$ cat src/rtl/ex_elastic_reg.sv
// EX/MEM elastic buffer: DEPTH-entry circular queue with valid/ready handshakes on both sides.
// Optional performance counters are enabled by defining EX_ELASTIC_PERF_CNT_EN.
module ex_elastic_reg #(
    parameter int                 PC_W         = 30,
    parameter int                 DATA_W       = 32,
    parameter int                 REGA_W       = 5,
    parameter int                 MEMOP_W      = 2,
    parameter int                 CTRLOP_W     = 2,
    parameter int                 EXP_W        = 3,
    parameter logic [EXP_W-1:0]   EXP_OVF_CODE = EXP_W'(4),
    parameter int                 DEPTH        = 2
) (
    input  logic                          clk,
    input  logic                          reset,
    input  logic                          stall,
    input  logic                          flush,
    input  logic                          int_detect,
    input  logic [DATA_W-1:0]             alu_out,
    input  logic                          alu_of,
    input  logic                          id_valid,
    output logic                          id_ready,
    input  logic [PC_W-1:0]               id_pc,
    input  logic                          id_br_flag,
    input  logic [MEMOP_W-1:0]            id_mem_op,
    input  logic [DATA_W-1:0]             id_mem_wr_data,
    input  logic [CTRLOP_W-1:0]           id_ctrl_op,
    input  logic [REGA_W-1:0]             id_dst_addr,
    input  logic                          id_gpr_we_,
    input  logic [EXP_W-1:0]              id_exp_code,
    input  logic                          mem_ready,
    output logic                          ex_valid,
    output logic [PC_W-1:0]               ex_pc,
    output logic                          ex_br_flag,
    output logic [MEMOP_W-1:0]            ex_mem_op,
    output logic [DATA_W-1:0]             ex_mem_wr_data,
    output logic [CTRLOP_W-1:0]           ex_ctrl_op,
    output logic [REGA_W-1:0]             ex_dst_addr,
    output logic                          ex_gpr_we_,
    output logic [EXP_W-1:0]              ex_exp_code,
    output logic [DATA_W-1:0]             ex_out,
    output logic [$clog2(DEPTH+1)-1:0]    ex_count
`ifdef EX_ELASTIC_PERF_CNT_EN
    ,
    output logic [31:0]                   perf_bp_cnt,
    output logic [31:0]                   perf_kill_cnt
`endif
);

    localparam int CNT_W = $clog2(DEPTH + 1);
    localparam int PTR_W = $clog2(DEPTH);

    if (DEPTH < 2 || DEPTH > 8) begin : g_depth_check
        $error("ex_elastic_reg: DEPTH must be in 2..8");
    end

    typedef struct packed {
        logic [PC_W-1:0]     pc;
        logic                br_flag;
        logic [MEMOP_W-1:0]  mem_op;
        logic [DATA_W-1:0]   mem_wr_data;
        logic [CTRLOP_W-1:0] ctrl_op;
        logic [REGA_W-1:0]   dst_addr;
        logic                gpr_we_;
        logic [EXP_W-1:0]    exp_code;
        logic [DATA_W-1:0]   out;
    } entry_t;

    entry_t             store_q [DEPTH];
    logic [PTR_W-1:0]   wr_ptr;
    logic [PTR_W-1:0]   rd_ptr;
    logic [CNT_W-1:0]   count;

    entry_t             new_entry;
    entry_t             head;
    logic               kill;
    logic               push;
    logic               pop;

    function automatic logic [PTR_W-1:0] ptr_inc(input logic [PTR_W-1:0] p);
        return (p == PTR_W'(DEPTH - 1)) ? '0 : p + 1'b1;
    endfunction

    assign kill     = flush | int_detect;
    assign id_ready = (count < CNT_W'(DEPTH));
    assign ex_valid = (count != '0);
    assign push     = id_valid & id_ready & ~stall & ~kill;
    assign pop      = ex_valid & mem_ready & ~stall & ~kill;
    assign ex_count = count;

    // An upstream exception wins over overflow; overflow squashes side effects.
    always_comb begin
        new_entry.pc          = id_pc;
        new_entry.br_flag     = id_br_flag;
        new_entry.mem_op      = id_mem_op;
        new_entry.mem_wr_data = id_mem_wr_data;
        new_entry.ctrl_op     = id_ctrl_op;
        new_entry.dst_addr    = id_dst_addr;
        new_entry.gpr_we_     = id_gpr_we_;
        new_entry.exp_code    = id_exp_code;
        new_entry.out         = alu_out;
        if (alu_of && id_exp_code == '0) begin
            new_entry.exp_code = EXP_OVF_CODE;
            new_entry.mem_op   = '0;
            new_entry.ctrl_op  = '0;
            new_entry.gpr_we_  = 1'b1;
        end
    end

    always_comb begin
        head         = '0;
        head.gpr_we_ = 1'b1;
        if (ex_valid) begin
            head = store_q[rd_ptr];
        end
    end

    assign ex_pc          = head.pc;
    assign ex_br_flag     = head.br_flag;
    assign ex_mem_op      = head.mem_op;
    assign ex_mem_wr_data = head.mem_wr_data;
    assign ex_ctrl_op     = head.ctrl_op;
    assign ex_dst_addr    = head.dst_addr;
    assign ex_gpr_we_     = head.gpr_we_;
    assign ex_exp_code    = head.exp_code;
    assign ex_out         = head.out;

    always_ff @(posedge clk) begin
        if (push) begin
            store_q[wr_ptr] <= new_entry;
        end
    end

    always_ff @(posedge clk) begin
        if (!reset || kill) begin
            wr_ptr <= '0;
            rd_ptr <= '0;
            count  <= '0;
        end else begin
            if (push) begin
                wr_ptr <= ptr_inc(wr_ptr);
            end
            if (pop) begin
                rd_ptr <= ptr_inc(rd_ptr);
            end
            if (push && !pop) begin
                count <= count + 1'b1;
            end else if (pop && !push) begin
                count <= count - 1'b1;
            end
        end
    end

`ifdef EX_ELASTIC_PERF_CNT_EN
    logic        bp_inc;
    logic [32:0] kill_sum;

    assign bp_inc   = ex_valid & (~mem_ready | stall);
    assign kill_sum = {1'b0, perf_kill_cnt} + 33'(count);

    always_ff @(posedge clk) begin
        if (!reset) begin
            perf_bp_cnt   <= '0;
            perf_kill_cnt <= '0;
        end else begin
            if (bp_inc && perf_bp_cnt != '1) begin
                perf_bp_cnt <= perf_bp_cnt + 1'b1;
            end
            if (kill) begin
                perf_kill_cnt <= kill_sum[32] ? '1 : kill_sum[31:0];
            end
        end
    end
`endif

endmodule
$ cat config.mk
export PLATFORM = sky130hd
export DESIGN_NAME = ex_elastic_reg
export DESIGN_NICKNAME = d
export VERILOG_FILES = /design/src/rtl/ex_elastic_reg.sv
export SDC_FILE = /design/constraint.sdc
export NUM_CORES = 1
export LEC_CHECK = 0
export ABC_AREA = 0
export BUFFER_PORTS_ARGS = -buffer_cell sky130_fd_sc_hd__buf_2
export CORE_MARGIN = 5
export CORE_UTILIZATION = 47
export DETAILED_ROUTE_END_ITERATION = 16
export PLACE_DENSITY = 0.87
export RECOVER_POWER = 100
export SETUP_SLACK_MARGIN = 0.05
export SLEW_MARGIN = 0
export SYNTH_ARGS = -nofsm -noshare
export SYNTH_HDL_FRONTEND = slang
export SYNTH_SLANG_ARGS = --single-unit
$ cat constraint.sdc
create_clock -name clk -period 6.6 [get_ports clk]
set_input_delay 0.66 -clock clk [delete_from_list [all_inputs] [get_ports clk]]
set_output_delay 0.66 -clock clk [all_outputs]
set_load 0.01 [all_outputs]
==> reports/results.tsv, run 1 <==
stage	metric	value	unit
routing	avgViaCountPerCell	5.01	
synthesis	synth_edf_count	216	
floorplan	die_w	144	um
pwr	p_leak	0.00321	uW
routing	wl	16.6	mm
routing	drt_iter0_drc	161	
synthesis	synthFlopType	edfxtp_1	
place	dpl_worst_slack	3.46	ns
synthesis	synth_area	8450	um^2
pwr	powerDensity	276	nW/um^2
clock_tree	cts_tree	yes	
cells_and_area	fillers	1441	
cells_and_area	ff_latch_area	6590	um^2
setup_path	critPathLaunchType	register	
sta	period_share	69.3	%
floorplan	die-area	20800	um^2
cells_and_area	stdcell_count	965	
setup_path	critPathMaxFanout	73	
grt	grt_pass1_wl	24.4	mm
sta	setup_slack	2.03	ns
run_status	violations	max-capacitance violations, max-slew violations	
cells_and_area	multiInputGateArea	1670	um^2
setup_path	crit_arrival	3.91	ns
setup_path	critPathSlowestCell	nor2_1	
synthesis	yosysSeqAreaShare	78.0	%
routing	dr.pass1.iters	4	
synthesis	syn_nets	612	
setup_path	regToRegEndpoint	store_q[1][102]	
sta	hold_ws	0.352	ns
sta	worst_slew_pin_slew	2.61	ns
synthesis	yosysUniqueCellTypes	25	
sta	fin_skew	0.00690	ns
synthesis	synth_cells	495	
sta	setup_viol_count_final	0	
synthesis	ys_seq_elements	221	
synthesis	synth-async-reset-ratio	0	%
sta	post-route-min-period	4.57	ns
setup_path	reg2regPathDepth	3	
routing	wl_per_cell	17.2	um
cells_and_area	antenna_cells	0	
routing	dr.max_layer_used	met5	
clock_tree	numCtsBuffers	22	
sta	relSlewSlack	-74.2	%
synthesis	yosys_warnings	0	
place	hpwlAfterDp	10.5	mm
sta	rsz0062_at_grt	no	
clock_tree	clock_latency	0.49	ns
floorplan	rows	49	
sta	maxClockFrequency	219	MHz
grt	antenna_found_initial	1	
floorplan	die_h	144	um
setup_path	cp_cell_sequence	nor2_1 > buf_4 > inv_1 > nand2_1 > clkbuf_1	
cells_and_area	utilization	57.2	%
place	place_inst	930	
grt	first_global_vias	4943	
run_status	outcome	finished with violations	
setup_path	cp-end-kind	output port	
worst_hold_path	hp-class	primary input to register	
routing	route.met2.wl	8.57	mm
setup_path	crit_path_start	ex_count[1]	
floorplan	core_region_area	17800	um^2
pwr	irDropWorstVdd	214	uV
setup_path	endpoint	ex_gpr_we_	
routing	vias	4837	
floorplan	initial_utilization	47.4	%
sta	drv_slew	198	
clock_tree	cts_buffer_depth	3	
clock_tree	cts.sink_count	221	
clock_tree	htreeDepth	1	
cells_and_area	drive_above_1_share	13.9	%
clock_tree	path_clk_slew	0.06	ns
place	port_buffers	227	
clock_tree	holdBufCountCts	0	
setup_path	ff2ff_setup_slack	2.23	ns
sta	hold_violations	0	
grt	grt_max_degree	74	
clock_tree	cts_resized	0	
grt	grtUsageTotal	15.0	%
floorplan	design.portCount	228	
cells_and_area	nets	842	
routing	drc	0	
routing	wl_met3	1.44	mm
cells_and_area	areaGrowthSynthToFinish	20.7	%
setup_path	worstSetupPathType	register to output port	
routing	wl_met1	6.14	mm
clock_tree	cts_root_buffer	clkbuf_16	
clock_tree	postCtsSetupRepairBufs	0	
place	place_congestion	0.756	
routing	ant_nets	0	
setup_path	r2r-start	ex_count[1]	
grt	overflow	0	
synthesis	avgSynthCellArea	17.1	um^2
setup_path	worst_ep_required_time	5.94	ns
sta	setup_tns	0	ns
job	drv_cap	4	
setup_path	slowest_delay	1.78	ns
-- cell usage after synthesis, types with 3 or more instances --
| library cell | count | area, um^2 |
|---|---|---|
| buf_2 | 12 | 60.1 |
| nand2_1 | 3 | 11.3 |
| nor2b_1 | 5 | 31.3 |
| edfxtp_1 | 216 | 6490 |
| dfxtp_1 | 5 | 100 |
| buf_4 | 9 | 67.6 |
| nor2_1 | 112 | 420 |
| mux2i_1 | 108 | 1080 |
| a21oi_1 | 3 | 15.0 |
-- cells in the final DEF, fill, tap and decap left out, types with 3 or more instances in the layout --
cell       count
a21oi_1        3
buf_2         65
buf_4          3
clkbuf_1     165
clkbuf_16     23
clkinv_1       3
clkinv_2       3
dfxtp_1        4
edfxtp_1     216
mux2i_1      108
nand2_1        3
nor2_1       112
nor2b_1        5
-- final cells by class --
cell class                 instances  share of cell area [%]
clock buffer                      25                    5.72
multi-input combinational        246                    16.3
sequential                       221                    64.6
inverter                           2                  0.0736
tap                              229                    2.81
clock inverter                    10                   0.994
timing repair buffer             232                    9.46
-- state kept, by name, summed over array words and instances, names as in the netlist, named ones only --
name	cells
ex_count	2
store_q	216
rd_ptr	1
wr_ptr	1
-- worst max-delay path, delay by kind of cell (launching register included) --
family,cells,cell delay [ns]
flip-flops,1,0.36
buffers and inverters,3,1.16
AND/OR/NAND/NOR,2,1.87
-- stage by stage --
| stage | total power, uW | cell area (um^2) |
|---|---|---|
| 6_report | 2820 | 10200 |
| 5_1_grt | 2920 | 10200 |
| 4_1_cts | 2850 | 10400 |
| 3_5_place_dp | 1670 | 9760 |
| 3_3_place_gp | 1660 | 9760 |
| 2_1_floorplan | 1620 | 8450 |
-- report_power, final --
part	leakage (uW)	switching [uW]	internal [uW]	total, uW
sequential	0.00199	3.25	1560	1560
clock	0.000331	480	705	1190
combinational	0.000884	41.7	30.1	71.9
total	0.00321	525	2290	2820
-- kinds of logic after synthesis --
family / Yosys count / synth area share (%)
flops: 221 / 78.0
simple gates: 129 / 6.32
mux: 108 / 12.8
buf+inv: 28 / 2.18
compound gates: 5 / 0.296
xor+xnor: 3 / 0.311
fa+ha+maj: 1 / 0.148
-- layer usage --
metal	vias to the layer above	global-route usage, %
met5	-	0
met2	181	28.1
met1	2328	16.6
met3	40	4.17
met4	2	4.61
li1	2286	-
-- worst min path at each step --
stage                start              to  slack (ns)  cells after the start
6_report          id_pc[5]  store_q[1][83]        0.35                      1
5_1_grt           id_pc[0]  store_q[0][78]        0.33                      1
4_1_cts        alu_out[30]  store_q[1][30]        0.33                      1
3_5_place_dp        rd_ptr          rd_ptr        0.52                      2
3_3_place_gp        rd_ptr        register        0.48                      2
2_1_floorplan       rd_ptr        register        0.48                      2
(Power assumes the default switching activity.)
==> run 2, diff against run 1 <==
- ABC_AREA: 0 -> 1
- PLACE_DENSITY: 0.87 -> 0.86
- clock period: 6.6 -> 3.96 ns (I/O delays scaled with it)
==> reports/results.tsv, run 2 <==
stage	metric	value	unit
setup_path	reg2regPathDepth	4	
setup_path	cp_cell_sequence	inv_1 > nand4_1 > nor2_4 > buf_2	
clock_tree	cts_buffer_depth	3	
cells_and_area	final_common_cell	nand2_1	
synthesis	avgSynthCellArea	13.5	um^2
grt	grt_pass1_wl	28.1	mm
routing	avgViaCountPerCell	5.08	
floorplan	die_w	145	um
clock_tree	path_clk_slew	0.06	ns
cells_and_area	areaGrowthSynthToFinish	20.2	%
routing	wl_per_cell	17.1	um
floorplan	design.portCount	228	
clock_tree	numCtsBuffers	22	
setup_path	endpoint	store_q[0][29]	
pwr	p_total	4650	uW
clock_tree	cts_root_buffer	clkbuf_16	
cells_and_area	top_register	store_q	
pwr	irDropWorstVdd	364	uV
grt	grt_max_degree	109	
sta	post-route-min-period	3.21	ns
sta	period_share	81.0	%
floorplan	die_h	145	um
cells_and_area	nets	968	
pwr	netSwitchingPower	887	uW
worst_hold_path	hp-class	primary input to register	
place	hpwlAfterDp	11.6	mm
grt	overflow	0	
pwr	p_leak	0.00354	uW
setup_path	cp-end-kind	register	
synthesis	synth_cells	631	
pwr	seqPwrFrac	56.0	%
floorplan	core_region_area	17900	um^2
synthesis	synth-async-reset-ratio	0	%
setup_path	critPathLaunchType	register	
pwr	p_clk_share	41.5	%
sta	rsz0062_at_grt	no	
setup_path	r2r-start	ex_count[1]	
synthesis	ys_seq_elements	221	
synthesis	yosysUniqueCellTypes	20	
place	dpl_cell_area	9790	um^2
cells_and_area	stdcell_area	10200	um^2
routing	drc	0	
sta	relSlewSlack	-73.0	%
pwr	p_comb_share	2.6	%
setup_path	worst_ep_required_time	4.01	ns
routing	dr.pass1.iters	5	
synthesis	synth_area_leaders	edfxtp_1 76%, nand2_1 10%, a21oi_1 4.5%, a21oi_2 3.1%, buf_2 1.4%	
clock_tree	cts.sink_count	221	
sta	worst_slew_pin_slew	2.60	ns
synthesis	synth_top_area_share	76.2	%
pwr	powerDensity	454	nW/um^2
clock_tree	htreeDepth	1	
routing	ant_nets	0	
sta	hold_violations	0	
place	port_buffers	227	
synthesis	synthFlopType	edfxtp_1	
pwr	swShare	19.1	%
setup_path	crit_arrival	3.26	ns
routing	drt_iter0_drc	285	
grt	first_global_vias	5561	
setup_path	worstSetupPathType	register to register	
floorplan	initial_utilization	47.6	%
floorplan	die-area	20900	um^2
setup_path	ff2ff_setup_slack	0.75	ns
setup_path	slowest_delay	1.81	ns
run_status	outcome	finished with violations	
synthesis	synth_commonest_cells	228 x nand2_1, 216 x edfxtp_1, 77 x a21oi_1	
clock_tree	cts_tree	yes	
clock_tree	postCtsSetupRepairBufs	0	
pwr	intPower	3760	uW
sta	setup_viol_count_final	0	
sta	fin_skew	0.00813	ns
sta	drv_slew	170	
setup_path	crit_path_start	ex_count[1]	
grt	grtUsageTotal	17.2	%
synthesis	yosys_warnings	0	
sta	maxClockFrequency	312	MHz
cells_and_area	largest_reg_flops	216	
cells_and_area	utilization	57.1	%
setup_path	critPathMaxFanout	108	
cells_and_area	stdcell_count	1098	
cells_and_area	drive_above_1_share	14.8	%
job	drv_cap	2	
clock_tree	holdBufCountCts	0	
clock_tree	clock_latency	0.49	ns
synthesis	synth_edf_count	216	
cells_and_area	layout_common_cells	229 x nand2_1, 216 x edfxtp_1, 172 x clkbuf_1, 77 x a21oi_1, 58 x buf_2	
setup_path	critPathSlowestCell	buf_2	
grt	antenna_found_initial	2	
synthesis	synth_area	8510	um^2
synthesis	yosysSeqAreaShare	77.4	%
worst_hold_path	min_path_cells	1	
floorplan	rows	49	
synthesis	synth_most_common_cell	nand2_1	
clock_tree	cts_resized	0	
synthesis	syn_nets	748	
synthesis	synth_largest_area_cell	edfxtp_1	
run_status	violations	max-capacitance violations, max-slew violations	
setup_path	regToRegEndpoint	store_q[0][29]	
routing	vias	5579	
place	place_congestion	0.745	
routing	wl	18.7	mm
place	place_inst	1056	
-- run 2: cell types whose count changed in the layout (fill, tap and decap cells not counted), sizes merged, moves of 3 or more --
cell,previous run,this run
clkinv,6,12
buf,68,60
and2,1,4
nand3,0,5
nand2,3,229
nor2b,5,0
clkbuf,189,197
nor2,112,10
mux2i,108,0
a21oi,3,107
inv,2,14
-- run 2: routing by layer --
| metal | global-route usage [%] | up-vias | wire length [um] |
|---|---|---|---|
| met2 | 29.4 | 247 | 9450 |
| met4 | 5.30 | 2 | 376 |
| li1 | - | 2653 | - |
| met5 | 0 | - | 7 |
| met3 | 4.23 | 36 | 1710 |
| met1 | 21.7 | 2641 | 7180 |
-- run 2: area by class of cell --
class,instances,area [um^2]
antenna,2,5.00
clock buffer,25,583
clock inverter,15,96.3
fill,1487,7670
inverter,14,57.6
multi-input combinational,360,1650
sequential,221,6590
tap,229,287
timing repair buffer,232,966
-- run 2: cells by family after synthesis --
group	count (synthesis)	synth area share, %
adder cells (fa/ha/maj)	1	0.147
AO/OA/AOI/OAI	107	7.61
buffers and inverters	50	3.37
flip-flops	221	77.4
AND/OR/NAND/NOR	252	11.5
-- run 2: critical path: cells and delay by family, from the launching register on --
family,cells,cell delay (ns)
simple gates,2,0.38
flops,1,0.32
buf+inv,2,1.93
-- run 2: stage by stage --
step	TNS (ns)	hold WS [ns]	setup slack (ns)
CTS	0	0.0685	0.991
detailed placement	0	0.534	1.55
global placement	0	0.504	1.57
floorplan	-0.633	0.490	-0.00586
global route	0	0.0677	0.506
finish	0	0.0929	0.751
-- run 2: worst min path at each step --
stage	startpoint	to	slack, ns
2_1_floorplan	rd_ptr	register	0.49
3_5_place_dp	rd_ptr	rd_ptr	0.53
3_3_place_gp	rd_ptr	rd_ptr	0.50
5_1_grt	alu_out[20]	store_q[0][20]	0.07
4_1_cts	id_mem_wr_data[0]	store_q[0][43]	0.07
6_report	alu_out[16]	store_q[1][16]	0.09
-- run 2: power groups by stage --
stage               Sequential (uW)  Clock [uW]  Combinational, uW
CTS                            2600        1970                133
global route                   2600        2080                134
global placement               2650           0                124
floorplan                      2650           0               40.9
detailed placement             2650           0                132
finish                         2600        1930                121
